## config.mk

```make
export PLATFORM = sky130hd
export DESIGN_NAME = irq_controller_flat
export DESIGN_NICKNAME = d
export VERILOG_FILES = /design/src/rtl/irq_controller_pkg.sv /design/src/rtl/irq_controller_if.sv /design/src/rtl/irq_prio_enc.sv /design/src/rtl/irq_controller.sv /design/src/flat_wrapper.sv
export SDC_FILE = /design/constraint.sdc
export NUM_CORES = 1
export LEC_CHECK = 0
export CAP_MARGIN = 5
export CORE_MARGIN = 2
export CORE_UTILIZATION = 31
export DETAILED_ROUTE_END_ITERATION = 7
export GPL_TIMING_DRIVEN = 1
export PLACE_DENSITY = 0.61
export SLEW_MARGIN = 30
export SYNTH_ARGS = -nofsm -noshare
export SYNTH_HDL_FRONTEND = slang
export SYNTH_HIERARCHICAL = 1
export SYNTH_SLANG_ARGS = --single-unit
```

## constraint.sdc

```tcl
create_clock -name clk_i -period 4.5 [get_ports clk_i]
set_clock_uncertainty 0.1 [all_clocks]
set_input_delay 0.9 -clock clk_i [delete_from_list [all_inputs] [get_ports clk_i]]
set_output_delay 0.9 -clock clk_i [all_outputs]
set_load 0.1 [all_outputs]
```

## src/rtl/irq_controller_pkg.sv

```systemverilog
// Shared constants for the machine-external interrupt controller:
// register word addresses, source ID width and FSM state encodings.
package irq_ctrl_pkg;

    localparam int ID_W = 5;

    localparam logic [2:0] ADDR_PENDING   = 3'd0;
    localparam logic [2:0] ADDR_ENABLE    = 3'd1;
    localparam logic [2:0] ADDR_EDGE_MODE = 3'd2;
    localparam logic [2:0] ADDR_CLAIM     = 3'd3;
    localparam logic [2:0] ADDR_COMPLETE  = 3'd4;

    typedef enum logic [1:0] {
        ST_IDLE       = 2'd0,
        ST_ASSERT     = 2'd1,
        ST_IN_SERVICE = 2'd2
    } state_t;

endpackage

```

## src/rtl/irq_controller_if.sv

```systemverilog
// Wishbone slave bus bundle for the interrupt controller register file.
interface irq_controller_if;

    logic        wb_cyc;
    logic        wb_stb;
    logic        wb_we;
    logic [2:0]  wb_adr;
    logic [31:0] wb_dat_w;
    logic [3:0]  wb_sel;
    logic        wb_ack;
    logic [31:0] wb_dat_r;

    modport master (
        output wb_cyc, wb_stb, wb_we, wb_adr, wb_dat_w, wb_sel,
        input  wb_ack, wb_dat_r
    );

    modport slave (
        input  wb_cyc, wb_stb, wb_we, wb_adr, wb_dat_w, wb_sel,
        output wb_ack, wb_dat_r
    );

endinterface

```

## src/rtl/irq_prio_enc.sv

```systemverilog
// Lowest-index-first priority encoder: request bit k maps to ID k+1, 0 = none.
module irq_prio_enc
    import irq_ctrl_pkg::*;
#(
    parameter int N_SRC = 16
) (
    input  logic [N_SRC-1:0] req,
    output logic [ID_W-1:0]  id
);

    // Scan from the top so the lowest set bit is the last (winning) assignment.
    always_comb begin
        id = '0;
        for (int k = N_SRC - 1; k >= 0; k--) begin
            if (req[k]) id = ID_W'(k + 1);
        end
    end

endmodule

```

## src/rtl/irq_controller.sv

```systemverilog
// Machine-external interrupt controller: captures, masks and prioritises
// peripheral requests, drives meip to the core and tracks claim/complete.
//
// state         | meaning
// --------------+--------------------------------------------------
// ST_IDLE       | nothing enabled and pending, meip low
// ST_ASSERT     | enabled request pending, meip high, awaiting ack
// ST_IN_SERVICE | source claimed, meip held low until COMPLETE
module irq_controller
    import irq_ctrl_pkg::*;
#(
    parameter int N_SRC = 16
) (
    input  logic             clk_i,
    input  logic             reset_i,
    input  logic [N_SRC-1:0] src_i,
    output logic             meip_o,
    input  logic             irq_ack_i,
    irq_controller_if.slave  wb
);

    logic [N_SRC-1:0] pending, enable, edge_mode, src_prev;
    logic [N_SRC-1:0] masked, pend_set, pend_clr;
    logic [ID_W-1:0]  claim_id, best_id;
    logic [31:0]      rd_data;
    logic             access, wr_en, claim_now, complete_ok;
    state_t           state, next_state;

    // Upper write-data bits have no destination in this register map.
    logic unused_dat;
    assign unused_dat = ^wb.wb_dat_w[31:N_SRC];

    assign access      = wb.wb_cyc & wb.wb_stb & ~wb.wb_ack;
    assign wr_en       = access & wb.wb_we & (wb.wb_sel == 4'hF);
    assign masked      = pending & enable;
    assign pend_set    = src_i & (~edge_mode | ~src_prev);
    assign claim_now   = (state == ST_ASSERT) && (masked != '0) && irq_ack_i;
    assign complete_ok = wr_en && (wb.wb_adr == ADDR_COMPLETE)
                         && (wb.wb_dat_w[ID_W-1:0] == claim_id);

    irq_prio_enc #(.N_SRC(N_SRC)) u_prio_enc (
        .req (masked),
        .id  (best_id)
    );

    // Clear only the pending bit of the source being claimed.
    always_comb begin
        pend_clr = '0;
        for (int k = 0; k < N_SRC; k++) begin
            pend_clr[k] = claim_now && (best_id == ID_W'(k + 1));
        end
    end

    // Register read mux; unmapped and write-only addresses read 0.
    always_comb begin
        rd_data = '0;
        case (wb.wb_adr)
            ADDR_PENDING:   rd_data = {{(32-N_SRC){1'b0}}, pending};
            ADDR_ENABLE:    rd_data = {{(32-N_SRC){1'b0}}, enable};
            ADDR_EDGE_MODE: rd_data = {{(32-N_SRC){1'b0}}, edge_mode};
            ADDR_CLAIM:     rd_data = {{(32-ID_W){1'b0}}, claim_id};
            default:        rd_data = '0;
        endcase
    end

    // Next-state decision for the claim/complete handshake.
    always_comb begin
        next_state = state;
        case (state)
            ST_IDLE:       if (masked != '0) next_state = ST_ASSERT;
            ST_ASSERT: begin
                if (masked == '0)   next_state = ST_IDLE;
                else if (irq_ack_i) next_state = ST_IN_SERVICE;
            end
            ST_IN_SERVICE: if (complete_ok) next_state = ST_IDLE;
            default:       next_state = ST_IDLE;
        endcase
    end

    // Bus slave: one-cycle ack with registered read data, config writes.
    always_ff @(posedge clk_i) begin
        if (reset_i) begin
            wb.wb_ack   <= 1'b0;
            wb.wb_dat_r <= '0;
            enable      <= '0;
            edge_mode   <= '0;
        end else begin
            wb.wb_ack   <= access;
            wb.wb_dat_r <= access ? rd_data : '0;
            if (wr_en && wb.wb_adr == ADDR_ENABLE)    enable    <= wb.wb_dat_w[N_SRC-1:0];
            if (wr_en && wb.wb_adr == ADDR_EDGE_MODE) edge_mode <= wb.wb_dat_w[N_SRC-1:0];
        end
    end

    // Pending capture; a new request beats a claim-clear on the same bit.
    always_ff @(posedge clk_i) begin
        if (reset_i) begin
            pending  <= '0;
            src_prev <= '0;
        end else begin
            src_prev <= src_i;
            pending  <= (pending & ~pend_clr) | pend_set;
        end
    end

    // FSM state, registered meip and the latched claim ID.
    always_ff @(posedge clk_i) begin
        if (reset_i) begin
            state    <= ST_IDLE;
            meip_o   <= 1'b0;
            claim_id <= '0;
        end else begin
            state  <= next_state;
            meip_o <= (next_state == ST_ASSERT);
            if (claim_now)
                claim_id <= best_id;
            else if (state == ST_IN_SERVICE && complete_ok)
                claim_id <= '0;
        end
    end

endmodule
```

## src/flat_wrapper.sv

```systemverilog
// flat-port wrapper written by rule: the top's interface ports become plain ports
module irq_controller_flat import irq_ctrl_pkg::*;
#(
    parameter int N_SRC = 16
)
  (clk_i, reset_i, src_i, meip_o, irq_ack_i, wb_wb_cyc, wb_wb_stb, wb_wb_we, wb_wb_adr, wb_wb_dat_w, wb_wb_sel, wb_wb_ack, wb_wb_dat_r);
  irq_controller_if wb_i ();
  input  logic clk_i;
  input  logic reset_i;
  input  logic [N_SRC-1:0] src_i;
  output logic meip_o;
  input  logic irq_ack_i;
  input wire logic [$bits(wb_i.wb_cyc)-1:0] wb_wb_cyc;
  input wire logic [$bits(wb_i.wb_stb)-1:0] wb_wb_stb;
  input wire logic [$bits(wb_i.wb_we)-1:0] wb_wb_we;
  input wire logic [$bits(wb_i.wb_adr)-1:0] wb_wb_adr;
  input wire logic [$bits(wb_i.wb_dat_w)-1:0] wb_wb_dat_w;
  input wire logic [$bits(wb_i.wb_sel)-1:0] wb_wb_sel;
  output wire logic [$bits(wb_i.wb_ack)-1:0] wb_wb_ack;
  output wire logic [$bits(wb_i.wb_dat_r)-1:0] wb_wb_dat_r;
  assign wb_i.wb_cyc = wb_wb_cyc;
  assign wb_i.wb_stb = wb_wb_stb;
  assign wb_i.wb_we = wb_wb_we;
  assign wb_i.wb_adr = wb_wb_adr;
  assign wb_i.wb_dat_w = wb_wb_dat_w;
  assign wb_i.wb_sel = wb_wb_sel;
  assign wb_wb_ack = wb_i.wb_ack;
  assign wb_wb_dat_r = wb_i.wb_dat_r;
  irq_controller #(.N_SRC(N_SRC)) u_core (.clk_i(clk_i), .reset_i(reset_i), .src_i(src_i), .meip_o(meip_o), .irq_ack_i(irq_ack_i), .wb(wb_i));
endmodule
```

==> results.sh <==
export IMPL_die_w_um=117
export IMPL_synthToLayoutAreaGrowth_pct=27.1
export IMPL_grt_total_usage=0.153
export IMPL_cp_data_arrival_time_ps=3100
export IMPL_holdCritStartpoint="u_core/state[1]"
export IMPL_clkTransAtPathRegs_ps=60
export IMPL_root_buffer="clkbuf_16"
export IMPL_endpoint_kind="flop"
export IMPL_relSlewSlack=0.349
export IMPL_leakage_uw=0.00181
export IMPL_syn_avg_cell_area_um2=9.06
export IMPL_antenna_cells=0
export IMPL_fin_tns_setup_ps=0
export IMPL_path_common_cell="inv_1"
export IMPL_num_vias=3171
export IMPL_cp_start_kind="flop"
export IMPL_grt_busiest_layer="met2"
export IMPL_hpwlAfterDp_um=7490
export IMPL_fill_cells=1252
export IMPL_first_iter_violations=124
export IMPL_yosysSeqAreaShare=0.449
export IMPL_totalWireLength_um=10200
export IMPL_use_met1=0.194
export IMPL_r2r_start="u_core/enable[14]"
export IMPL_clock_path_buffers=2
export IMPL_cp_max_fo=4
export IMPL_clock_latency_ps=340
export IMPL_ant_nets=0
export IMPL_dpl_cell_area_mm2=0.00470
export IMPL_overflow=0
export IMPL_coreArea_mm2=0.0126
export IMPL_htree_levels=3
export IMPL_final_nets=559
export IMPL_synth_edff_count=0
export IMPL_maxSlewViolCount=0
export IMPL_fin_crit_sh=0.658
export IMPL_r2r_end="u_core/pending[14]"
export IMPL_wl_per_cell_um=15.1
export IMPL_r2r_slack_ps=1540
export IMPL_met3_usage=0.0211
export IMPL_postLayoutCoreUtil=0.401
export IMPL_synth_seq_cells=89
export IMPL_hp_class="reg2reg"
export IMPL_cts_buffers=9
export IMPL_hold_viol_final=0
export IMPL_viasPerCell=4.70
export IMPL_dr_pass1_iters=4
export IMPL_setup_violations_final=0
export IMPL_postLayoutCellArea_mm2=0.00504
export IMPL_die_area_mm2=0.0137
export IMPL_holdPathStages=1
export IMPL_yosys_most_used_dff="dfxtp_1"
export IMPL_post_cts_buffers=0
export IMPL_syn_inst=438
export IMPL_yosysWarnings=6
export IMPL_status="finished, final reports clean"
export IMPL_grt_pass1_wl_um=16000
export IMPL_crit_type="reg2reg"
export IMPL_cts_tree="yes"
export IMPL_worstPathCellList="and2_1, inv_1, o21ai_0, a2111oi_0, o41ai_1, inv_1, nor3_1, nand3_1, or3_1, a32o_1"
export IMPL_fmax_ghz=0.338
export IMPL_num_io_pins=95
export IMPL_synth_cell_type_count=47
export IMPL_antenna_found_initial=0
export IMPL_row_count=41
export IMPL_gr_usage_met2=0.261
export IMPL_cp_required_ps=4630
export IMPL_max_cap_violations=0
export IMPL_route_detailed_drc=0
export IMPL_clock_sinks=89
export IMPL_crit_path_top_delay_cell="nor3_1"
export IMPL_gp_congestion=0.871
export IMPL_hold_end="u_core/state[0]"
export IMPL_tightestPinTransition_ps=973
export IMPL_grt_max_degree=67
export IMPL_grt_pass1_vias=3263
export IMPL_post_cts_resized=0
export IMPL_die_h_um=117
export IMPL_rsz0062_at_grt="false"
export IMPL_drive_above_1_share=0.0815
export IMPL_vdd_drop_max_mv=0.136
export IMPL_min_period_ps=2960
export IMPL_cts_hold_buf=0
export IMPL_power_density_mw_per_mm2=367
export IMPL_initial_core_util=0.316
export IMPL_slowest_delay_ps=460
export IMPL_async_reset_ff_frac=0
export IMPL_io_buffers=62
export IMPL_rr_worst_depth=10
export IMPL_netlist_area_mm2=0.00397
==> stage by stage <==
stage                     total power, uW  std cells  setup slack, ps  hold WS [ps]
final                                1850        675             1540           368
after global placement               1010        658             1290           340
after global routing                 1920        675             1250           388
after floorplan                       959        453             2000           331
after CTS                            1870        675             1520           367
after detailed placement             1010        659             1230           360
==> logic make-up after synthesis <==
family | synth area share
AOI/OAI and AO/OA | 0.0911
xor gates and xnor gates | 0.0110
buffers and inverters | 0.0706
DFF | 0.449
muxes | 0.137
other | 0.000945
and+or+nand+nor | 0.240
==> how the worst max path moves through the flow <==
stage	endpoint	depth (start not counted)	slack (ps)	startpoint
detailed placement	u_core/enable[0]	7	1230	wb_wb_adr[0]
floorplan	u_core/edge_mode[10]	7	2000	wb_wb_cyc
global placement	u_core/enable[4]	7	1290	wb_wb_adr[0]
finish	u_core/pending[14]	10	1540	u_core/enable[14]
global route	u_core/pending[14]	10	1250	u_core/enable[14]
CTS	u_core/pending[14]	10	1520	u_core/enable[14]
==> placed cells by master (no fill, tap or decap), types with 3 or more instances in the layout <==
| master | instances |
|---|---|
| o32ai_1 | 5 |
| buf_4 | 8 |
| xor2_1 | 4 |
| or4_4 | 3 |
| nor2b_1 | 22 |
| o21ai_0 | 8 |
| nand4_1 | 4 |
| inv_1 | 8 |
| nor3_1 | 4 |
| mux2i_1 | 43 |
| and2_1 | 16 |
| a32o_1 | 4 |
| conb_1 | 16 |
| clkbuf_16 | 9 |
| nand2_1 | 42 |
| o21ai_1 | 5 |
| a2111oi_0 | 3 |
| a21oi_1 | 26 |
| or3_1 | 4 |
| nor4_1 | 3 |
| mux4_2 | 5 |
| clkdlybuf4s50_1 | 61 |
| dfxtp_1 | 89 |
| nand3_1 | 11 |
| nor2_1 | 69 |
| bufinv_16 | 3 |
==> cells in the mapped netlist (5+ instances only) <==
| cell | n | area share |
|---|---|---|
| o21ai_1 | 5 | 0.0063 |
| a21oi_1 | 26 | 0.033 |
| and2_1 | 16 | 0.025 |
| nor2_1 | 69 | 0.065 |
| mux2i_1 | 43 | 0.11 |
| nand3_1 | 11 | 0.014 |
| nor2b_1 | 22 | 0.035 |
| clkbuf_1 | 11 | 0.010 |
| buf_4 | 19 | 0.036 |
| inv_1 | 8 | 0.0076 |
| o21ai_0 | 8 | 0.010 |
| nand2_1 | 42 | 0.040 |
| mux4_2 | 5 | 0.028 |
| o32ai_1 | 5 | 0.011 |
| dfxtp_1 | 89 | 0.45 |
==> registers in the layout, summed over array words and instances, names as in the netlist <==
register,flops
u_core/meip_o,1
u_core/claim_id,5
u_core/edge_mode,16
u_core/state,2
u_core/pending,16
u_core/wb.wb_dat_r,16
u_core/src_prev,16
u_core/wb.wb_ack,1
u_core/enable,16
==> worst max-delay path: cells and delay by family, from the launching register on <==
family / cells / cell delay (ps)
simple gates: 4 / 1150
compound gates: 4 / 1040
flops: 1 / 360
buf+inv: 2 / 220
==> final cells by class <==
type                            instances  area, um^2  area share
Inverter                               10        37.5     0.00744
Tap cell                              172         215      0.0427
Clock inverter                          5         103      0.0203
Sequential cell                        89        1780       0.353
Multi-Input combinational cell        317        1980       0.392
Clock buffer                           11         243      0.0481
Timing Repair Buffer                   71         687       0.136
==> power breakdown <==
part | leakage, uW | internal [uW] | total (uW) | switching, uW
registers | 0.000727 | 808 | 818 | 9.70
logic | 0.000919 | 61.2 | 176 | 115
clock network | 0.000166 | 557 | 858 | 301
total | 0.00181 | 1430 | 1850 | 426
==> per-layer routing <==
metal | share of wire | vias to the layer above
met5 | 0 | -
met4 | 0.020 | 0
met3 | 0.041 | 17
met2 | 0.48 | 74
met1 | 0.46 | 1493
li1 | - | 1587
Power figures use the tool's default switching activity.
